--- config.mk ---
export PLATFORM = sky130hd
export DESIGN_NAME = rs_decode_arbiter
export DESIGN_NICKNAME = d
export VERILOG_FILES = /design/src/rtl/rs_pkg.sv /design/src/rtl/rr_arbiter2.sv /design/src/rtl/rs_decode_arbiter.sv
export SDC_FILE = /design/constraint.sdc
export NUM_CORES = 1
export LEC_CHECK = 0
export BUFFER_PORTS_ARGS = -buffer_cell sky130_fd_sc_hd__buf_2
export CAP_MARGIN = 20
export CELL_PAD_IN_SITES_DETAIL_PLACEMENT = 2
export CELL_PAD_IN_SITES_GLOBAL_PLACEMENT = 2
export CORE_ASPECT_RATIO = 1.2
export CORE_MARGIN = 2
export CORE_UTILIZATION = 27
export DETAILED_ROUTE_END_ITERATION = 10
export PLACE_DENSITY_LB_ADDON = 0.2
export REMOVE_ABC_BUFFERS = 1
export SLEW_MARGIN = 40
export SYNTH_ARGS = -nofsm -noshare
export SYNTH_HDL_FRONTEND = slang
export SYNTH_SLANG_ARGS = --single-unit
--- constraint.sdc ---
create_clock -name clk -period 2.29 [get_ports clk]
set_input_delay 0.5725 -clock clk [delete_from_list [all_inputs] [get_ports clk]]
set_output_delay 0.5725 -clock clk [all_outputs]
set_load 0.05 [all_outputs]
--- src/rtl/rs_pkg.sv ---
// Shared constants and FSM state type for the RS(15,9) decoder front-end arbiter.
package rs_pkg;
    localparam int unsigned RS_N       = 15;
    localparam int unsigned RS_K       = 9;
    localparam int unsigned SYM_W      = 4;
    localparam int unsigned WORD_W     = RS_N * SYM_W;
    localparam int unsigned MSG_W      = RS_K * SYM_W;
    localparam int unsigned FAIL_CNT_W = 16;

    typedef enum logic [1:0] {
        StIdle,
        StLaunch,
        StWait,
        StResp
    } state_e;
endpackage

--- src/rtl/rr_arbiter2.sv ---
// Two-way round-robin grant; the pointer moves to the other source after each grant.
module rr_arbiter2 (
    input  logic       clk_i,
    input  logic       rst_ni,
    input  logic [1:0] req_i,
    input  logic       advance_i,
    output logic [1:0] gnt_o
);
    // 1 means ch1 is favoured on the next contested grant
    logic prio_q, prio_d;

    always_comb begin
        gnt_o = req_i;
        if (req_i == 2'b11) begin
            gnt_o = prio_q ? 2'b10 : 2'b01;
        end
    end

    always_comb begin
        prio_d = prio_q;
        if (advance_i && (gnt_o != 2'b00)) begin
            prio_d = gnt_o[0];
        end
    end

    always_ff @(posedge clk_i or negedge rst_ni) begin
        if (!rst_ni) begin
            prio_q <= 1'b0;
        end else begin
            prio_q <= prio_d;
        end
    end
endmodule

--- src/rtl/rs_decode_arbiter.sv ---
// Shares one RS(15,9) decoder between two sources: round-robin grant, launch,
// watchdog-bounded wait and a tagged valid/ready response with a failure counter.
module rs_decode_arbiter
    import rs_pkg::*;
#(
    parameter int unsigned DEC_TIMEOUT = 64
) (
    input  logic                  clk,
    input  logic                  rst_n,
    input  logic                  ch0ReqValid,
    input  logic                  ch1ReqValid,
    input  logic [WORD_W-1:0]     ch0Word,
    input  logic [WORD_W-1:0]     ch1Word,
    output logic                  ch0ReqReady,
    output logic                  ch1ReqReady,
    output logic                  decStart,
    output logic [WORD_W-1:0]     decWord,
    input  logic                  decDone,
    input  logic [MSG_W-1:0]      decMessage,
    input  logic                  decFail,
    output logic                  respValid,
    input  logic                  respReady,
    output logic                  respChan,
    output logic [MSG_W-1:0]      respMessage,
    output logic                  respFail,
    output logic                  respTimeout,
    output logic [FAIL_CNT_W-1:0] failCount
);
    localparam logic [7:0] TimerLast = 8'(DEC_TIMEOUT - 1);

    state_e                state_q, state_d;
    logic [7:0]            timer_q, timer_d;
    logic                  dec_start_q, dec_start_d;
    logic [WORD_W-1:0]     dec_word_q, dec_word_d;
    logic                  resp_valid_q, resp_valid_d;
    logic                  resp_chan_q, resp_chan_d;
    logic [MSG_W-1:0]      resp_msg_q, resp_msg_d;
    logic                  resp_fail_q, resp_fail_d;
    logic                  resp_tmo_q, resp_tmo_d;
    logic [FAIL_CNT_W-1:0] fail_cnt_q, fail_cnt_d;
    logic [1:0]            gnt;
    logic                  in_idle;

    assign in_idle = (state_q == StIdle);

    rr_arbiter2 u_arb (
        .clk_i     (clk),
        .rst_ni    (rst_n),
        .req_i     ({ch1ReqValid, ch0ReqValid}),
        .advance_i (in_idle),
        .gnt_o     (gnt)
    );

    assign ch0ReqReady = in_idle & gnt[0];
    assign ch1ReqReady = in_idle & gnt[1];
    assign decStart    = dec_start_q;
    assign decWord     = dec_word_q;
    assign respValid   = resp_valid_q;
    assign respChan    = resp_chan_q;
    assign respMessage = resp_msg_q;
    assign respFail    = resp_fail_q;
    assign respTimeout = resp_tmo_q;
    assign failCount   = fail_cnt_q;

    always_comb begin
        state_d      = state_q;
        timer_d      = timer_q;
        dec_start_d  = 1'b0;
        dec_word_d   = dec_word_q;
        resp_valid_d = resp_valid_q;
        resp_chan_d  = resp_chan_q;
        resp_msg_d   = resp_msg_q;
        resp_fail_d  = resp_fail_q;
        resp_tmo_d   = resp_tmo_q;
        fail_cnt_d   = fail_cnt_q;
        unique case (state_q)
            StIdle: begin
                if (gnt != 2'b00) begin
                    dec_word_d  = gnt[1] ? ch1Word : ch0Word;
                    resp_chan_d = gnt[1];
                    dec_start_d = 1'b1;
                    state_d     = StLaunch;
                end
            end
            StLaunch: begin
                timer_d = '0;
                state_d = StWait;
            end
            StWait: begin
                // A completion in the expiry cycle still wins over the watchdog
                if (decDone) begin
                    resp_msg_d   = decMessage;
                    resp_fail_d  = decFail;
                    resp_tmo_d   = 1'b0;
                    resp_valid_d = 1'b1;
                    state_d      = StResp;
                end else if (timer_q == TimerLast) begin
                    resp_msg_d   = '0;
                    resp_fail_d  = 1'b0;
                    resp_tmo_d   = 1'b1;
                    resp_valid_d = 1'b1;
                    state_d      = StResp;
                end else begin
                    timer_d = timer_q + 8'd1;
                end
            end
            StResp: begin
                if (respReady) begin
                    resp_valid_d = 1'b0;
                    state_d      = StIdle;
                    if ((resp_fail_q || resp_tmo_q) && (fail_cnt_q != {FAIL_CNT_W{1'b1}})) begin
                        fail_cnt_d = fail_cnt_q + FAIL_CNT_W'(1);
                    end
                end
            end
            default: state_d = StIdle;
        endcase
    end

    always_ff @(posedge clk or negedge rst_n) begin
        if (!rst_n) begin
            state_q      <= StIdle;
            timer_q      <= '0;
            dec_start_q  <= 1'b0;
            dec_word_q   <= '0;
            resp_valid_q <= 1'b0;
            resp_chan_q  <= 1'b0;
            resp_msg_q   <= '0;
            resp_fail_q  <= 1'b0;
            resp_tmo_q   <= 1'b0;
            fail_cnt_q   <= '0;
        end else begin
            state_q      <= state_d;
            timer_q      <= timer_d;
            dec_start_q  <= dec_start_d;
            dec_word_q   <= dec_word_d;
            resp_valid_q <= resp_valid_d;
            resp_chan_q  <= resp_chan_d;
            resp_msg_q   <= resp_msg_d;
            resp_fail_q  <= resp_fail_d;
            resp_tmo_q   <= resp_tmo_d;
            fail_cnt_q   <= fail_cnt_d;
        end
    end
endmodule

After elaboration in Yosys (flattened, before gate mapping)
Cells that the tools add are included.
- bits in registers: 128
- input port bits: 163
- word-level logic and storage cells: 62
- $add $sub $neg: 2
- eq/ne operators: 11
- multiplexer cells: 22
- bitwise operators: 2
- reductions and logical operators: 14
- operator list (kind ; count):
    2-to-1 mux 36 bit ; 2
    2-to-1 mux 60 bit ; 1
    adder 16 x 1 -> 16 bit, second input constant ; 1
    2-to-1 mux 8 bit ; 2
    inequality test 16 bit, second input constant ; 1
    one-hot mux 8 bit (2 select lines) ; 1
    2-to-1 mux 2 bit ; 6
    AND reduction 3 bit ; 4
    adder 8 x 1 -> 8 bit, second input constant ; 1
    == test 8 x 6 -> 1 bit, second input constant ; 1
    2-to-1 mux 1 bit ; 8
    one-hot mux 2 bit (4 select lines) ; 1
    nonzero test 2 bit ; 4
    == test 2 bit, second input constant ; 3
    inequality test 2 bit, second input constant ; 3
    AND reduction 2 bit ; 2
    inequality test 3 bit, second input constant ; 1
    bitwise AND 1 bit ; 2
    == test 2 x 1 -> 1 bit, second input constant ; 1
    logical AND 1 bit ; 2
    zero test 2 bit ; 1
    inequality test 2 x 1 -> 1 bit, second input constant ; 1
    one-hot mux 1 bit (2 select lines) ; 1
    logical OR 1 bit ; 1

Logic depth before layout (Yosys ltp)
Gate-level depths: netlist (run 1).
- word-level depth: 5
- depth in mapped cells: 7
- mapped depth without buffers: 6

Modules after synthesis
Synthesis (run 1) repeated with hierarchy kept, for this count alone.
- cell total of the unflattened synthesis: 505
- area, all modules: 5754.3 µm²
- by module, submodules not included (module ; times used ; cells each ; area each (µm²) ; sequential area each (µm²)):
    rs_decode_arbiter ; 1 ; 499 ; 5699.2 ; 3178.0
    rr_arbiter2 ; 1 ; 6 ; 55.1 ; 25.0

Least setup slack after synthesis (run 1)
OpenSTA, ideal clock, no wires.
- kind: flip-flop to output port
- start: reg state_q[0]
- end: out ch0ReqReady
- arrival: 1.932 ns
- data required time: 1.717 ns
- slack: -0.215 ns
- cell stages (with the launch flop): 5
- path buffers: 0
- cells stage by stage: dfrtp_1 -> inv_1 -> ha_1 -> inv_1 -> a211oi_1
- longest elaborated chain between the ends: 2
- ends and longest elaborated chain (what ; line ; source):
    from (decl) ; rs_decode_arbiter.sv:31 ; state_e state_q, state_d;
    from (signal assigned) ; rs_decode_arbiter.sv:122 ; state_q <= StIdle;
    from (signal assigned) ; rs_decode_arbiter.sv:133 ; state_q <= state_d;
    zero test 2 bit ; rs_decode_arbiter.sv:44 ; assign in_idle = (state_q == StIdle);
    bitwise AND 1 bit ; rs_decode_arbiter.sv:54 ; assign ch0ReqReady = in_idle & gnt[0];
    to (decl) ; rs_decode_arbiter.sv:14 ; output logic ch0ReqReady,
Every way passes these cells.

Final worst setup path (run 1)
Same ends and word-level chain as after synthesis.

==> impl_metrics.py, run 1 <==
metrics = {
    "yosys": {
        "synth-seq-area-share": 0.573,
        "synth_top_area_cell": "dfrtp_1",
        "synthDistinctLibCells": 40,
        "synth_cells": 497,
        "synth_edf_count": 0,
        "ys_ff_latch": 128,
        "syn_area_per_cell_um2": 11.2,
        "ys_warn_count": 0,
        "synthTopCellsByArea": "dfrtp_1 57%, mux2i_1 11%, o21ai_0 5.8%",
        "synth_area_um2": 5590,
        "synth_top_cell_area_share": 0.573,
        "synth_ff_type": "dfrtp_1",
        "async_reset_ff_frac": 1.00,
    },
    "setup_path": {
        "arrival_ns": 1.57,
        "critPathLaunchType": "flop",
        "critPathRequiredTime_ns": 1.72,
        "crit_fanout": 4,
        "setup.worst_path.start": "state_q[0]",
        "worstSetupEndpointType": "primary output",
        "rr_startpoint": "state_q[1]",
        "crit_type": "reg -> out",
    },
    "sta": {
        "tightest_slew_ns": 0.494,
        "rsz0062_at_grt": "no",
        "relSlewSlack": 0.671,
        "fin_crit_ns": 2.15,
        "fin_setup_tns_ns": 0,
        "final-setup-viol-count": 0,
        "maxSlewViolCount": 0,
        "finalClockSkew_ns": 0.0122,
        "fin_crit_sh": 0.938,
        "hold_viol": 0,
        "fmax_mhz": 466,
    },
    "die": {
        "die-area_um2": 21900,
        "num_rows": 57,
        "start_util": 0.276,
        "core_um2": 20300,
        "io_pins": 282,
        "die_w_um": 135,
        "die_h_um": 162,
    },
    "routing": {
        "dr.pass1.iters": 5,
        "via_per_inst": 4.74,
        "ant_nets": 0,
        "wl_per_cell_um": 18.5,
        "via_count": 5039,
        "drc": 0,
        "dr.first_iter.drc_count": 133,
        "routed_wl_um": 19600,
    },
    "global_routing": {
        "grt_use_total": 0.184,
        "use_met2": 0.321,
        "grt_pass1_vias": 5689,
        "grt_start_max_net_pins": 72,
        "top_usage_layer": "met2",
        "antenna_found_initial": 6,
        "grt_overflow": 0,
        "grt_pass1_wl_um": 31200,
        "met3_usage": 0.0722,
        "use_met1": 0.210,
    },
    "power": {
        "peakVddDrop_mv": 0.719,
        "pwr-share-seq": 0.287,
        "leakage_nw": 4.36,
        "combPwrFrac": 0.507,
        "switching_share": 0.504,
        "internal_power_mw": 6.48,
        "powerDensity_nw_per_um2": 1630,
        "switchingPower_mw": 6.58,
        "power.share.clock": 0.206,
    },
    "final_layout": {
        "final_cell_mix": "279 x buf_2, 128 x dfrtp_1, 68 x nand2_1",
        "layout.nets": 954,
        "multi_input_area_um2": 2260,
        "ff_latch_area_um2": 3200,
        "fillCellCount": 2242,
        "drive_gt1_frac": 0.422,
        "final_common_cell": "buf_2",
        "area_growth_pct": 43.3,
        "layoutNonFillerInstCount": 1063,
    },
    "place": {
        "io_buffers": 281,
        "dp_hpwl_um": 15100,
        "place_congestion": 0.766,
        "dp_cells": 1028,
    },
    "clock_network": {
        "clockRootBuffer": "clkbuf_16",
        "ctsHtreeMaxLevel": 4,
        "clock_path_buffers": 2,
        "cts_tree": "done",
        "cts-buffers-inserted": 17,
        "clk_latency_ns": 0.41,
        "clkSinkCount": 128,
        "clk_pin_slew_ns": 0.06,
        "hold_buffers": 0,
    },
    "status": {
        "outcome": "finished, final reports clean",
    },
    "worst_hold_path": {
        "hp-class": "in -> async",
    },
    "job": {
        "maxCapViolCount": 0,
    },
}
## power by group through the flow
stage	logic (mW)	clock network [mW]	registers (mW)
floorplan	1.72	0	6.82
global placement	6.49	0	3.73
detailed placement	6.66	0	3.78
CTS	6.72	2.79	3.76
global route	7.06	2.89	3.88
finish	6.62	2.70	3.75
## per-stage QoR
step                utilization  worst slack, ns  total power [mW]  hold WS (ns)  area (µm²)
floorplan                     -            -7.00              8.55         0.277        5460
global placement          0.365            0.294              10.2         0.458        7390
detailed placement        0.365            0.258              10.4         0.469        7390
CTS                       0.395           0.0296              13.3         0.112        8000
global route              0.395          0.00798              13.8         0.132        8000
finish                    0.395            0.143              13.1         0.109        8010
## final cells by class
| type | count | area share |
|---|---|---|
| Inverter | 8 | 0.00375 |
| Antenna cell | 2 | 0.000625 |
| Clock buffer | 18 | 0.0536 |
| Timing Repair Buffer | 298 | 0.199 |
| Tap cell | 265 | 0.0414 |
| Sequential cell | 128 | 0.400 |
| Multi-Input combinational cell | 331 | 0.282 |
| Clock inverter | 13 | 0.0192 |
## synth_stat cells (all sizes together) (5+ instances only)
cell and count:
dfrtp 128, nand2 68, o21ai 67, mux2i 62
a22o 37, clkbuf 17, buf 13, xnor2 11
nand3 10, inv 8, nor2 8, a21oi 7
ha 7, and3 6, a211o 5, nor3 5
## critical path, cell delays in order (launching register included)
cell and delay [ns]:
dfrtp_1 0.38, inv_2 0.09, ha_1 0.18, inv_1 0.09
a211oi_2 0.22, buf_6 0.21
## state kept, by name, indices dropped and copies added, names as in the netlist
register,flops
decWord,60
respMessage,36
failCount,16
timer_q,8
state_q,2
decStart,1
respChan,1
respFail,1
respTimeout,1
respValid,1
u_arb.prio_q,1
## cell families after synthesis
family          count (synthesis)  share of synthesized area
compound gates                131                      0.153
flops                         128                      0.573
simple gates                  116                     0.0943
mux                            64                      0.116
buf+inv                        38                     0.0278
xor+xnor                       13                     0.0204
fa+ha+maj                       7                     0.0157
## timing repair
| action | in CTS | in global routing |
|---|---|---|
| setup endpoints to repair | 1 | 1 |
| endpoints found under the hold margin | 0 | 0 |
| setup buffers | 2 | 0 |
| gates resized for setup | 5 | 0 |
| pin swaps | 1 | 1 |
## worst paths after layout
kind / cells past startpoint / slack [ns] / endpoint
min: 1 / 0.11 / failCount[3]
min in group clk: 2 / 0.38 / respMessage[16]
max: 5 / 0.14 / ch0ReqReady
max reg2reg: 8 / 0.33 / failCount[14]
min reg2reg: 2 / 0.48 / decWord[5]
max in group asynchronous: 2 / 1.56 / decWord[32]
## layer usage
metal,routed length [µm],part of all wire
met5,55,0.0028
met4,173,0.0088
met3,1690,0.086
met2,10100,0.51
met1,7650,0.39
(Power assumes the default switching activity.)
==> run 2: changes to the inputs <==
--- a/config.mk
+++ b/config.mk
@@ -14,8 +14,10 @@
 export CORE_UTILIZATION = 27
 export DETAILED_ROUTE_END_ITERATION = 10
 export PLACE_DENSITY_LB_ADDON = 0.2
+export RECOVER_POWER = 100
 export REMOVE_ABC_BUFFERS = 1
 export SLEW_MARGIN = 40
 export SYNTH_ARGS = -nofsm -noshare
 export SYNTH_HDL_FRONTEND = slang
+export SYNTH_HIERARCHICAL = 1
 export SYNTH_SLANG_ARGS = --single-unit
==> run 2 against run 1 <==
  * Final area is 1.3% lower
  * Maximum frequency hardly changed
  * Power is 2.8% lower
  * Highest routed layer is now met4
  * Largest cell class unchanged
  * Sequential cell count stayed put
  * Final cell count is 0.56% higher
==> impl_metrics.py, run 2 <==
metrics = {
    "status": {
        "outcome": "finished, final reports clean",
    },
    "yosys": {
        "yosysMostFrequentCell": "dfrtp_1",
        "synth_ff_type": "dfrtp_1",
        "synthDistinctLibCells": 49,
        "synth_edf_count": 0,
        "synth-seq-area-share": 0.557,
        "ys_warn_count": 6,
        "synth_cells": 505,
        "synth_top_cell_area_share": 0.557,
        "synthTopCellsByArea": "dfrtp_1 56%, mux2i_1 11%, a22o_1 5.8%",
        "synth_commonest_cells": "128 x dfrtp_1, 73 x nand2_1, 61 x mux2i_1",
        "syn_area_per_cell_um2": 11.4,
        "synth_area_um2": 5750,
        "synth_top_area_cell": "dfrtp_1",
        "async_reset_ff_frac": 1.00,
        "ys_ff_latch": 128,
    },
    "clock_network": {
        "clk_latency_ns": 0.41,
        "clkSinkCount": 128,
        "clockRootBuffer": "clkbuf_16",
        "clk_pin_slew_ns": 0.06,
        "clock_path_buffers": 2,
        "ctsHtreeMaxLevel": 4,
        "post-cts-setup-buffers": 0,
        "cts-buffers-inserted": 17,
        "cts_tree": "done",
    },
    "sta": {
        "fin_crit_sh": 0.937,
        "maxSlewViolCount": 0,
        "hold_ws_ns": 0.373,
        "fin_crit_ns": 2.15,
        "tightest_slew_ns": 1.34,
        "rsz0062_at_grt": "no",
        "relSlewSlack": 0.104,
        "finalClockSkew_ns": 0.00900,
        "hold_viol": 0,
        "final-setup-viol-count": 0,
        "fmax_mhz": 466,
    },
    "global_routing": {
        "grt_start_max_net_pins": 91,
        "use_met1": 0.201,
        "grt_pass1_vias": 5913,
        "grt_pass1_wl_um": 32200,
        "use_met2": 0.352,
        "met3_usage": 0.0515,
        "top_usage_layer": "met2",
        "grt_overflow": 0,
        "grt_use_total": 0.188,
        "antenna_found_initial": 1,
    },
    "die": {
        "die_w_um": 137,
        "die-area_um2": 22500,
        "die_h_um": 164,
        "io_pins": 282,
        "core_um2": 21000,
        "start_util": 0.274,
        "num_rows": 58,
    },
    "setup_path": {
        "setup.worst_path.start": "state_q[0]",
        "crit_type": "reg -> out",
        "critPathRequiredTime_ns": 1.72,
        "worstSetupEndpointType": "primary output",
        "arrival_ns": 1.57,
        "critPathLaunchType": "flop",
        "rr_startpoint": "timer_q[0]",
        "crit_fanout": 5,
    },
    "place": {
        "place_congestion": 0.784,
        "io_buffers": 281,
        "dp_hpwl_um": 15600,
    },
    "power": {
        "report.power.total_mw": 12.7,
        "leakage_nw": 3.83,
        "pwr-share-seq": 0.297,
        "combPwrFrac": 0.484,
        "power.share.clock": 0.219,
        "internal_power_mw": 6.24,
        "switchingPower_mw": 6.45,
        "switching_share": 0.508,
        "peakVddDrop_mv": 0.746,
        "powerDensity_nw_per_um2": 1610,
    },
    "final_layout": {
        "drive_gt1_frac": 0.268,
        "layout.nets": 956,
        "largest_register_ffs": 60,
        "area_growth_pct": 37.4,
        "final_common_cell": "buf_2",
        "final_cell_mix": "161 x buf_2, 128 x dfrtp_1, 119 x clkbuf_1",
    },
    "routing": {
        "ant_nets": 0,
        "dr.first_iter.drc_count": 180,
        "wl_per_cell_um": 19.1,
        "via_count": 5099,
        "dr.pass1.iters": 4,
        "drc": 0,
        "via_per_inst": 4.77,
        "routed_wl_um": 20400,
    },
    "worst_hold_path": {
        "hold_start": "decMessage[2]",
        "hp-class": "in -> reg",
    },
    "job": {
        "maxCapViolCount": 0,
    },
}
## run 2: changes by cell type after synthesis, sizes merged, moves of 3 or more
cell / change
buf: +7
nor3b: +4
a21oi: -3
and3: -4
o21ai: -6
nand2: +5
xor2: +5
a211o: -5
nand3b: +4
mux2: +3
a21o: +4
clkbuf: -7
## run 2: timing repair
| action | in CTS | in global routing |
|---|---|---|
| hold buffers | 0 | 0 |
| endpoints found under the setup margin | 2 | 2 |
| gates resized for setup | 2 | 4 |
## run 2: critical path, cell delays in order, from the launching register on
cell	delay [ns]
dfrtp_1	0.42
inv_1	0.13
ha_2	0.23
and2_2	0.18
buf_4	0.20
## run 2: layer usage
| metal | part of all wire | routed length [µm] | vias up |
|---|---|---|---|
| met5 | 0 | 0 | - |
| met3 | 0.059 | 1200 | 30 |
| li1 | - | - | 2367 |
| met4 | 0.026 | 524 | 0 |
| met1 | 0.36 | 7450 | 2546 |
| met2 | 0.55 | 11200 | 156 |
## run 2: through the flow
stage / instances / TNS, ns / utilization / area, µm² / setup WS [ns]
finish: 1069 / 0 / 0.377 / 7900 / 0.144
global route: 1069 / 0 / 0.377 / 7900 / 0.0327
CTS: 1068 / 0 / 0.386 / 8090 / 0.00199
detailed placement: 1037 / 0 / 0.357 / 7490 / 0.152
global placement: 1037 / 0 / 0.357 / 7490 / 0.261
floorplan: 475 / -313.61 / - / 5600 / -4.92
## run 2: power groups by stage
stage / Clock, mW / Combinational, mW / Sequential, mW
2_1_floorplan: 0 / 1.69 / 6.71
3_3_place_gp: 0 / 6.36 / 3.71
3_5_place_dp: 0 / 6.54 / 3.77
4_1_cts: 2.85 / 6.56 / 3.77
5_1_grt: 2.95 / 6.58 / 3.92
6_report: 2.78 / 6.14 / 3.77
## run 2: path summary, 6_finish.rpt
path                       slack, ns               to  cells after the start
setup reg to reg                0.24  respMessage[28]                      5
min in group asynchronous       0.45      decWord[56]                      1
setup / recovery                0.14      ch1ReqReady                      4
hold reg to reg                 0.48      decWord[30]                      2
max in group asynchronous       0.66   respMessage[4]                      2
hold / removal                  0.37   respMessage[2]                      2
## run 2: cell type report
type	instances	area [µm²]
Multi-Input combinational cell	339	2370
Fill cell	2343	13100
Tap cell	270	338
Timing Repair Buffer	292	1360
Antenna cell	1	2.50
Inverter	8	30.0
Clock buffer	20	457
Sequential cell	128	3200
Clock inverter	11	139
## run 2: cells by family (layout without fill, tap and decap cells)
family	count (synthesis)	in the layout	share of synthesized area
flops	128	128	0.557
simple gates	125	125	0.110
compound gates	124	124	0.144
mux	66	66	0.116
buf+inv	38	331	0.0324
xor+xnor	17	17	0.0259
fa+ha+maj	7	7	0.0152
other cells	0	1	0
==> run 3: changes to the inputs <==
==> constraint.sdc (replaced) <==
create_clock -name clk -period 2.4 [get_ports clk]
set_input_delay 0.6 -clock clk [delete_from_list [all_inputs] [get_ports clk]]
set_output_delay 0.6 -clock clk [all_outputs]
set_load 0.05 [all_outputs]
==> run 3 against run 2 <==
  * Clock-buffer cell count down 1
  * Sequential share of layout area grew 0.21 points
  * Sequential cell count unchanged
  * Largest cell class unchanged
  * Highest routed layer unchanged
==> impl_metrics.py, run 3 (same netlist as run 2, synthesis figures left out) <==
metrics = {
    "setup_path": {
        "cpMaxStageDelayCell": "dfrtp_1",
        "crit_type": "reg -> out",
        "critPathLaunchType": "flop",
        "critPathRequiredTime_ns": 1.80,
        "path_buf_inv": 2,
        "path_cells": "inv_1 -> ha_2 -> and2_1 -> buf_4",
        "crit_fanout": 5,
        "max_stage_delay_ns": 0.42,
        "rr_startpoint": "timer_q[0]",
        "worstSetupEndpointType": "primary output",
        "crit_family": "flip-flops",
        "setup.worst_path.start": "state_q[0]",
        "arrival_ns": 1.68,
    },
    "sta": {
        "fin_crit_sh": 0.949,
        "fin_crit_ns": 2.28,
        "finalClockSkew_ns": 0.00724,
        "hold_viol": 0,
        "relSlewSlack": 0.249,
        "rsz0062_at_grt": "no",
        "maxSlewViolCount": 0,
        "fmax_mhz": 439,
        "fin_setup_tns_ns": 0,
        "final-setup-viol-count": 0,
        "tightest_slew_ns": 1.13,
    },
    "die": {
        "die_w_um": 137,
        "num_rows": 58,
        "io_pins": 282,
        "die-area_um2": 22500,
        "start_util": 0.274,
        "die_h_um": 164,
        "core_um2": 21000,
    },
    "global_routing": {
        "grt_use_total": 0.181,
        "grt_overflow": 0,
        "grt_pass1_wl_um": 31000,
        "grt_pass1_vias": 5786,
        "antenna_found_initial": 1,
        "grt_start_max_net_pins": 122,
    },
    "final_layout": {
        "final_common_cell": "buf_2",
        "final_cell_mix": "161 x buf_2, 128 x dfrtp_1, 121 x clkbuf_1",
        "layoutNonFillerInstCount": 1069,
        "layout.nets": 956,
        "fillCellCount": 2352,
        "largest_register_ffs": 60,
        "area_growth_pct": 36.6,
        "drive_gt1_frac": 0.262,
    },
    "routing": {
        "routed_wl_um": 19700,
        "dr.pass1.iters": 4,
        "dr.first_iter.drc_count": 150,
        "via_per_inst": 4.70,
        "via_count": 5024,
        "ant_nets": 0,
        "wl_per_cell_um": 18.4,
        "drc": 0,
    },
    "status": {
        "outcome": "finished, final reports clean",
    },
    "place": {
        "dp_cells": 1037,
        "place_congestion": 0.781,
        "io_buffers": 281,
        "dp_hpwl_um": 15300,
    },
    "clock_network": {
        "cts-buffers-inserted": 17,
        "clock_path_buffers": 2,
        "clkSinkCount": 128,
        "cts_tree": "done",
        "clk_pin_slew_ns": 0.06,
        "clk_latency_ns": 0.42,
        "ctsHtreeMaxLevel": 4,
        "clockRootBuffer": "clkbuf_16",
        "hold_buffers": 0,
    },
    "worst_hold_path": {
        "hp-class": "in -> async",
    },
    "job": {
        "maxCapViolCount": 0,
    },
    "power": {
        "powerDensity_nw_per_um2": 1520,
        "peakVddDrop_mv": 0.780,
        "leakage_nw": 3.79,
    },
}
## run 3: changes by cell type in the layout (fill, tap and decap cells not counted), moves of 2 or more
cell	change
clkbuf_2	-3
clkinv_2	-3
clkinvlp_4	+3
buf_4	-2
bufinv_16	-2
clkbuf_1	+2
clkbuf_4	+2
clkinv_4	+2
o21ai_0	+2
o21ai_1	-2
## run 3: cell type report
| class | count | area (µm²) | share of cell area |
|---|---|---|---|
| Sequential cell | 128 | 3200 | 0.407 |
| Inverter | 8 | 30.0 | 0.00382 |
| Tap cell | 270 | 338 | 0.0430 |
| Clock buffer | 19 | 453 | 0.0576 |
| Antenna cell | 1 | 2.50 | 0.000318 |
| Timing Repair Buffer | 292 | 1360 | 0.173 |
| Multi-Input combinational cell | 339 | 2360 | 0.301 |
| Clock inverter | 12 | 113 | 0.0143 |
## run 3: what timing repair did
item,in CTS,in global routing
gates resized for setup,1,2
setup endpoints to repair,1,2
buffers inserted,0,0
## run 3: stage by stage
stage	hold slack [ns]	worst slack (ns)	area, µm²	power [mW]	util
final	0.378	0.121	7860	11.9	0.375
after global routing	0.379	0.0194	7860	12.7	0.375
after CTS	0.0983	0.0273	8070	12.4	0.385
after detailed placement	0.472	0.290	7500	9.86	0.358
after global placement	0.458	0.325	7500	9.64	0.358
after floorplan	0.304	-4.84	5600	8.01	-
## run 3: where the power goes
group | total [mW] | switching (mW) | internal (mW)
registers | 3.59 | 0.545 | 3.04
logic | 5.86 | 4.61 | 1.25
clock network | 2.47 | 0.995 | 1.48
total | 11.9 | 6.15 | 5.77
## run 3: worst paths after layout
check	to	slack, ns	cells past startpoint
hold reg to reg	decWord[41]	0.48	2
setup / recovery	ch1ReqReady	0.12	4
max in group asynchronous	decWord[42]	0.48	2
hold / removal	decWord[32]	0.38	1
setup reg to reg	respMessage[27]	0.29	6
min in group clk	respMessage[22]	0.40	2
## run 3: layer usage
metal  vias up  track usage  wire, µm
li1       2360            -         -
met1      2493        0.200      7440
met2       151        0.328     10900
met3        20       0.0509      1030
met4         0       0.0637       333
met5         -            0         0
